$ cat src/rtl/dsc_cache_rd_ctrl.sv
// Descriptor cache read controller: credit-limited SRAM reads into a show-ahead response FIFO.
// Optional ECC flag tracking and counters are enabled with `define DSC_RD_CTRL_ECC_EN.
module dsc_cache_rd_ctrl #(
  parameter int WIDTH      = 128,
  parameter int ADDR_WIDTH = 7,
  parameter int RD_LATENCY = 2,
  parameter int BUF_DEPTH  = 4
) (
  input  logic                              CLOCK,
  input  logic                              RESET,
  input  logic                              REQ_VALID,
  output logic                              REQ_READY,
  input  logic [ADDR_WIDTH-1:0]             REQ_ADDR,
  output logic                              REN,
  output logic [ADDR_WIDTH-1:0]             RADDR,
  input  logic [WIDTH-1:0]                  RDATA,
`ifdef DSC_RD_CTRL_ECC_EN
  input  logic                              SB_CORRECT,
  input  logic                              DB_DETECT,
`endif
  output logic                              RSP_VALID,
  input  logic                              RSP_READY,
  output logic [WIDTH-1:0]                  RSP_DATA,
  output logic [$clog2(BUF_DEPTH+1)-1:0]    OUTSTANDING,
`ifdef DSC_RD_CTRL_ECC_EN
  output logic                              RSP_SBE,
  output logic                              RSP_DBE,
  output logic [15:0]                       SBE_COUNT,
  output logic [15:0]                       DBE_COUNT,
`endif
  output logic                              BUSY
);

  localparam int OW = $clog2(BUF_DEPTH + 1);
  localparam int PW = (BUF_DEPTH > 1) ? $clog2(BUF_DEPTH) : 1;
`ifdef DSC_RD_CTRL_ECC_EN
  localparam int EW = WIDTH + 2;
`else
  localparam int EW = WIDTH;
`endif
  localparam logic [OW-1:0] DEPTH_C = OW'(BUF_DEPTH);
  localparam logic [PW-1:0] LAST_C  = PW'(BUF_DEPTH - 1);

  logic [RD_LATENCY-1:0] pipe_q, pipe_d;
  logic [OW-1:0]         outst_q, outst_d;
  logic [OW-1:0]         level_q, level_d;
  logic [PW-1:0]         wr_ptr_q, wr_ptr_d;
  logic [PW-1:0]         rd_ptr_q, rd_ptr_d;
  logic [EW-1:0]         mem_q [BUF_DEPTH];
  logic [EW-1:0]         wr_entry;
  logic [EW-1:0]         head;
  logic                  accept, capture, pop;

  // Credits cover both the latency pipe and the FIFO, so a capture always finds a free slot.
  assign REQ_READY   = (outst_q < DEPTH_C) & ~RESET;
  assign accept      = REQ_VALID & REQ_READY;
  assign REN         = accept;
  assign RADDR       = REQ_ADDR;
  assign capture     = pipe_q[RD_LATENCY-1];
  assign RSP_VALID   = (level_q != '0);
  assign pop         = RSP_VALID & RSP_READY;
  assign head        = mem_q[rd_ptr_q];
  assign RSP_DATA    = RSP_VALID ? head[WIDTH-1:0] : '0;
  assign OUTSTANDING = outst_q;
  assign BUSY        = (outst_q != '0);

`ifdef DSC_RD_CTRL_ECC_EN
  assign wr_entry = {SB_CORRECT, DB_DETECT, RDATA};
  assign RSP_SBE  = RSP_VALID & head[WIDTH+1];
  assign RSP_DBE  = RSP_VALID & head[WIDTH];
`else
  assign wr_entry = RDATA;
`endif

  always_comb begin
    pipe_d   = RD_LATENCY'({pipe_q, accept});
    outst_d  = outst_q;
    level_d  = level_q;
    wr_ptr_d = wr_ptr_q;
    rd_ptr_d = rd_ptr_q;
    case ({accept, pop})
      2'b10:   outst_d = outst_q + OW'(1);
      2'b01:   outst_d = outst_q - OW'(1);
      default: outst_d = outst_q;
    endcase
    case ({capture, pop})
      2'b10:   level_d = level_q + OW'(1);
      2'b01:   level_d = level_q - OW'(1);
      default: level_d = level_q;
    endcase
    if (capture) wr_ptr_d = (wr_ptr_q == LAST_C) ? '0 : wr_ptr_q + PW'(1);
    if (pop)     rd_ptr_d = (rd_ptr_q == LAST_C) ? '0 : rd_ptr_q + PW'(1);
  end

  always_ff @(posedge CLOCK or posedge RESET) begin
    if (RESET) begin
      pipe_q   <= '0;
      outst_q  <= '0;
      level_q  <= '0;
      wr_ptr_q <= '0;
      rd_ptr_q <= '0;
    end else begin
      pipe_q   <= pipe_d;
      outst_q  <= outst_d;
      level_q  <= level_d;
      wr_ptr_q <= wr_ptr_d;
      rd_ptr_q <= rd_ptr_d;
    end
  end

  // Storage carries no reset; validity comes entirely from level_q.
  always_ff @(posedge CLOCK) begin
    if (capture) mem_q[wr_ptr_q] <= wr_entry;
  end

`ifdef DSC_RD_CTRL_ECC_EN
  logic [15:0] sbe_cnt_q, dbe_cnt_q;

  always_ff @(posedge CLOCK or posedge RESET) begin
    if (RESET) begin
      sbe_cnt_q <= '0;
      dbe_cnt_q <= '0;
    end else begin
      if (pop && head[WIDTH+1] && (sbe_cnt_q != 16'hFFFF)) sbe_cnt_q <= sbe_cnt_q + 16'd1;
      if (pop && head[WIDTH]   && (dbe_cnt_q != 16'hFFFF)) dbe_cnt_q <= dbe_cnt_q + 16'd1;
    end
  end

  assign SBE_COUNT = sbe_cnt_q;
  assign DBE_COUNT = dbe_cnt_q;
`endif

endmodule
$ cat config.mk
export PLATFORM = sky130hd
export DESIGN_NAME = dsc_cache_rd_ctrl
export DESIGN_NICKNAME = d
export VERILOG_FILES = /design/src/rtl/dsc_cache_rd_ctrl.sv
export SDC_FILE = /design/constraint.sdc
export NUM_CORES = 1
export LEC_CHECK = 0
export BUFFER_PORTS_ARGS = -buffer_cell sky130_fd_sc_hd__buf_2
export CAP_MARGIN = 20
export CORE_ASPECT_RATIO = 1.1
export CORE_MARGIN = 2
export CORE_UTILIZATION = 54
export CTS_BUF_LIST = sky130_fd_sc_hd__clkbuf_4
export DETAILED_ROUTE_END_ITERATION = 16
export GPL_ROUTABILITY_DRIVEN = 0
export PLACE_DENSITY = 0.79
export SKIP_CTS_REPAIR_TIMING = 1
export SYNTH_ARGS = -nofsm -noshare
export SYNTH_HDL_FRONTEND = slang
export SYNTH_SLANG_ARGS = --single-unit
$ cat constraint.sdc
create_clock -name CLOCK -period 3.72 [get_ports CLOCK]
set_input_delay 0.558 -clock CLOCK [delete_from_list [all_inputs] [get_ports CLOCK]]
set_output_delay 0.558 -clock CLOCK [all_outputs]
set_load 0.05 [all_outputs]
==> metrics.txt <==
internal power=around 12 mW; slowest stage delay, CP=around 0.7 ns; number of buffers created by CTS=130; Worst Max-Slew Pin Slew=around 1.1 ns; Site Rows=73; WL/cell=between 20 and 25 um; yosys warns=0; library cells used by synthesis=19; path depth of the worst reg2reg path=8; crit path capture type=output port; Cells after Synth=876; post-synth top area share=76.8%; Chip Height=206 um; Nets=~1500; worst skew pair latency=a little under 0.8 ns; Final period util=86.0%; NetSw=between 8 and 9 mW; Worst Hold Class=primary input to flop; Final Skew=0.0415 ns; area delta synth->final=24.4%; Die Wd=188 um; post-synthesis sequential area ratio=78.3%; Post-synth EDFFs=512; f_max=0.312 GHz; Root Driver=clkbuf_4; Vias/cell=between 5 and 6; Endpoint, Worst Hold=pipe_q[0]$_DFF_PP0_; setup tns final=0 ns; Max-slew headroom=~29%; number of antenna violations at the first check in global routing=4; worst path cell trace=buf_4 -> mux4_2 -> and2_1 -> buf_2; hold-critical path depth=3; Req. time, crit path=roughly 3.2 ns; final-report setup violation count=0; worst setup margin=0.520 ns; status=finished, final reports clean; CTS tree=built; Initial Util=55.1%; H-Tree Depth=4; Post-Layout Cell Count=1952; Final Critical Period=approximately 3.2 ns; asr flop ratio synth=2.29%; DRT Wirelength=40.3 mm; max-cap check violation count=0; share of cells above drive strength 1=42.2%; Synthesized Nets=1024; Crit-path slowest cell=dfrtp_4; pin count of the biggest net entering global routing=76; Clk network pwr share=around a quarter; I/O pin total=281; logic gate share of total power=41.5%; Crit Path Max Fanout=24; Final HPWL DP=22.0 mm; Vias=~10000; first-pass GRT wire length=57.3 mm; Cell Pwr Density=825 nW/um^2; Worst EP arrival=2.64 ns; Overflow after GRT=0; Final ANT Viol Nets=0; dpl cell area=21900 um^2; All-Layer GR Usage=20.0%; reg2reg start=level_q[0]$_DFFE_PP0P_; Fill cells=2332; Total Die Area=38600 um^2; pre-CTS setup slack=around 1.3 ns; Max IR drop VDD=0.592 mV; sequential share of power=35.0%; 1st-pass router iterations=5; post-synthesis cell area=20000 um^2; CTS Buffer Depth=3; Core Region=36400 um^2; R2R Path End=OUTSTANDING[2]$_DFFE_PP0P_; Cells after DPL=1596; Sw Ratio=39.6%; Mean Syn Cell Area=22.9 um^2; IO buf count=266; leakage power total=8.82 nW; min-delay src=REQ_VALID; cell taking the most area after synthesis=edfxtp_1; Startpoint Class=flop; Hold Fails Final Rpt=0; Synth Register Bits=524; Iter 0 DRT Violations=663; # DRC=0; vias in the first global route=10600; top_reg_cell synth=edfxtp_1; CTS clk-pin slew, worst paths=0.06 ns; worst reg2reg setup slack=around 1.3 ns; Final Slew Violations=0; unrepaired setup endpoints after global routing=false; fin area=24900 um^2; CTS sink count=524; Setup Crit Path Kind=flop to output port; Synth area leaders=edfxtp_1 77%, mux4_2 14%, and2_1 4.2%, dfrtp_1 1.5%, buf_6 0.62%
[cell usage after synthesis, types with 3 or more instances]
cell / n
and2_1: 133
buf_2: 15
buf_4: 8
buf_6: 11
clkbuf_1: 16
dfrtp_1: 12
edfxtp_1: 512
ha_1: 7
inv_1: 11
mux4_2: 128
nor2_1: 4
or3_1: 3
xor2_1: 4
[routing by layer]
metal | wire (um) | global-route usage, %
met3 | 2780 | 7.32
met5 | 0 | 0
met2 | 21100 | 33.7
met4 | 917 | 8.72
met1 | 15600 | 23.2
[logic make-up (layout without fill, tap and decap cells)]
| family | after synthesis | count (layout) | share of synthesized area, % |
|---|---|---|---|
| flip-flops | 524 | 524 | 78.3 |
| AND/OR/NAND/NOR | 142 | 142 | 4.36 |
| multiplexers | 132 | 132 | 14.6 |
| buffers and inverters | 61 | 646 | 1.80 |
| adder cells (fa/ha/maj) | 9 | 9 | 0.637 |
| XOR/XNOR | 6 | 6 | 0.262 |
| AO/OA/AOI/OAI | 2 | 2 | 0.0500 |
| other | 0 | 4 | 0 |
[flip-flops by register name, summed over array words and instances (netlist names)]
signal,cells
rd_ptr_q,2
OUTSTANDING,3
mem_q,512
pipe_q,2
level_q,3
wr_ptr_q,2
[power by group through the flow]
stage / combinational (mW) / clock [mW] / sequential, mW
after floorplan: 6.73 / 0 / 7.27
after global placement: 8.42 / 0 / 7.28
after detailed placement: 8.46 / 0 / 7.31
after CTS: 8.49 / 4.98 / 7.19
after global routing: 8.97 / 5.25 / 7.22
final: 8.52 / 4.84 / 7.19
[worst max-delay path by stage]
| stage | cells past startpoint | slack (ns) | startpoint | end |
|---|---|---|---|---|
| floorplan | 3 | 1.09 | wr_ptr_q[0]$_DFFE_PP0P_ | mem_q[2][0]$_DFFE_PP_ |
| global placement | 4 | 1.33 | rd_ptr_q[1]$_DFFE_PP0P_ | RSP_DATA[0] |
| detailed placement | 8 | 1.28 | level_q[0]$_DFFE_PP0P_ | level_q[2]$_DFFE_PP0P_ |
| CTS | 4 | 0.38 | level_q[0]$_DFFE_PP0P_ | RSP_DATA[19] |
| global route | 4 | 0.30 | level_q[0]$_DFFE_PP0P_ | RSP_DATA[43] |
| finish | 4 | 0.52 | rd_ptr_q[1]$_DFFE_PP0P_ | RSP_DATA[110] |
[stage by stage]
step                      utilization, %  total power [mW]  hold WS, ns
after floorplan                        -              14.0        0.331
after global placement              60.3              15.7        0.338
after detailed placement            60.3              15.8        0.335
after CTS                           64.9              20.7       -0.298
after global routing                68.5              21.4       0.0794
final                               68.5              20.6        0.147
[area by class of cell]
| type | instances | area (um^2) | area share [%] |
|---|---|---|---|
| sequential | 524 | 15700 | 63.0 |
| multi-input combinational | 291 | 4000 | 16.1 |
| timing repair buffer | 412 | 2880 | 11.5 |
| clock buffer | 181 | 1360 | 5.46 |
| tap | 487 | 609 | 2.45 |
| clock inverter | 42 | 320 | 1.29 |
| inverter | 11 | 41.3 | 0.166 |
| antenna | 4 | 10.0 | 0.0402 |
[worst max-delay path, delay by kind of cell (launching register included)]
family                 cells  cell delay, ns
buffers and inverters      2            0.64
and+or+nand+nor            1            0.18
muxes                      1            0.37
DFF                        1            0.68
[cells in the final DEF (no fill, tap or decap)]
master | synthesis | final
mux4_2 | 128 | 128
mux2i_1 | 2 | 2
and2_1 | 133 | 129
clkinv_1 | 0 | 26
bufinv_16 | 0 | 6
xnor2_1 | 2 | 2
or3_4 | 0 | 1
fa_1 | 2 | 2
dfrtp_4 | 0 | 2
edfxtp_1 | 512 | 512
nor2_1 | 4 | 4
and2_4 | 0 | 4
clkinv_2 | 0 | 4
dlygate4sd3_1 | 0 | 129
inv_2 | 0 | 6
o21ai_0 | 2 | 2
inv_1 | 11 | 11
buf_12 | 0 | 10
clkbuf_4 | 0 | 181
ha_1 | 7 | 7
nand2_1 | 2 | 2
buf_4 | 8 | 7
diode_2 | 0 | 4
or3_1 | 3 | 2
mux2_2 | 2 | 2
dfrtp_1 | 12 | 10
xor2_1 | 4 | 4
buf_2 | 15 | 266
Power figures use the tool's default switching activity.
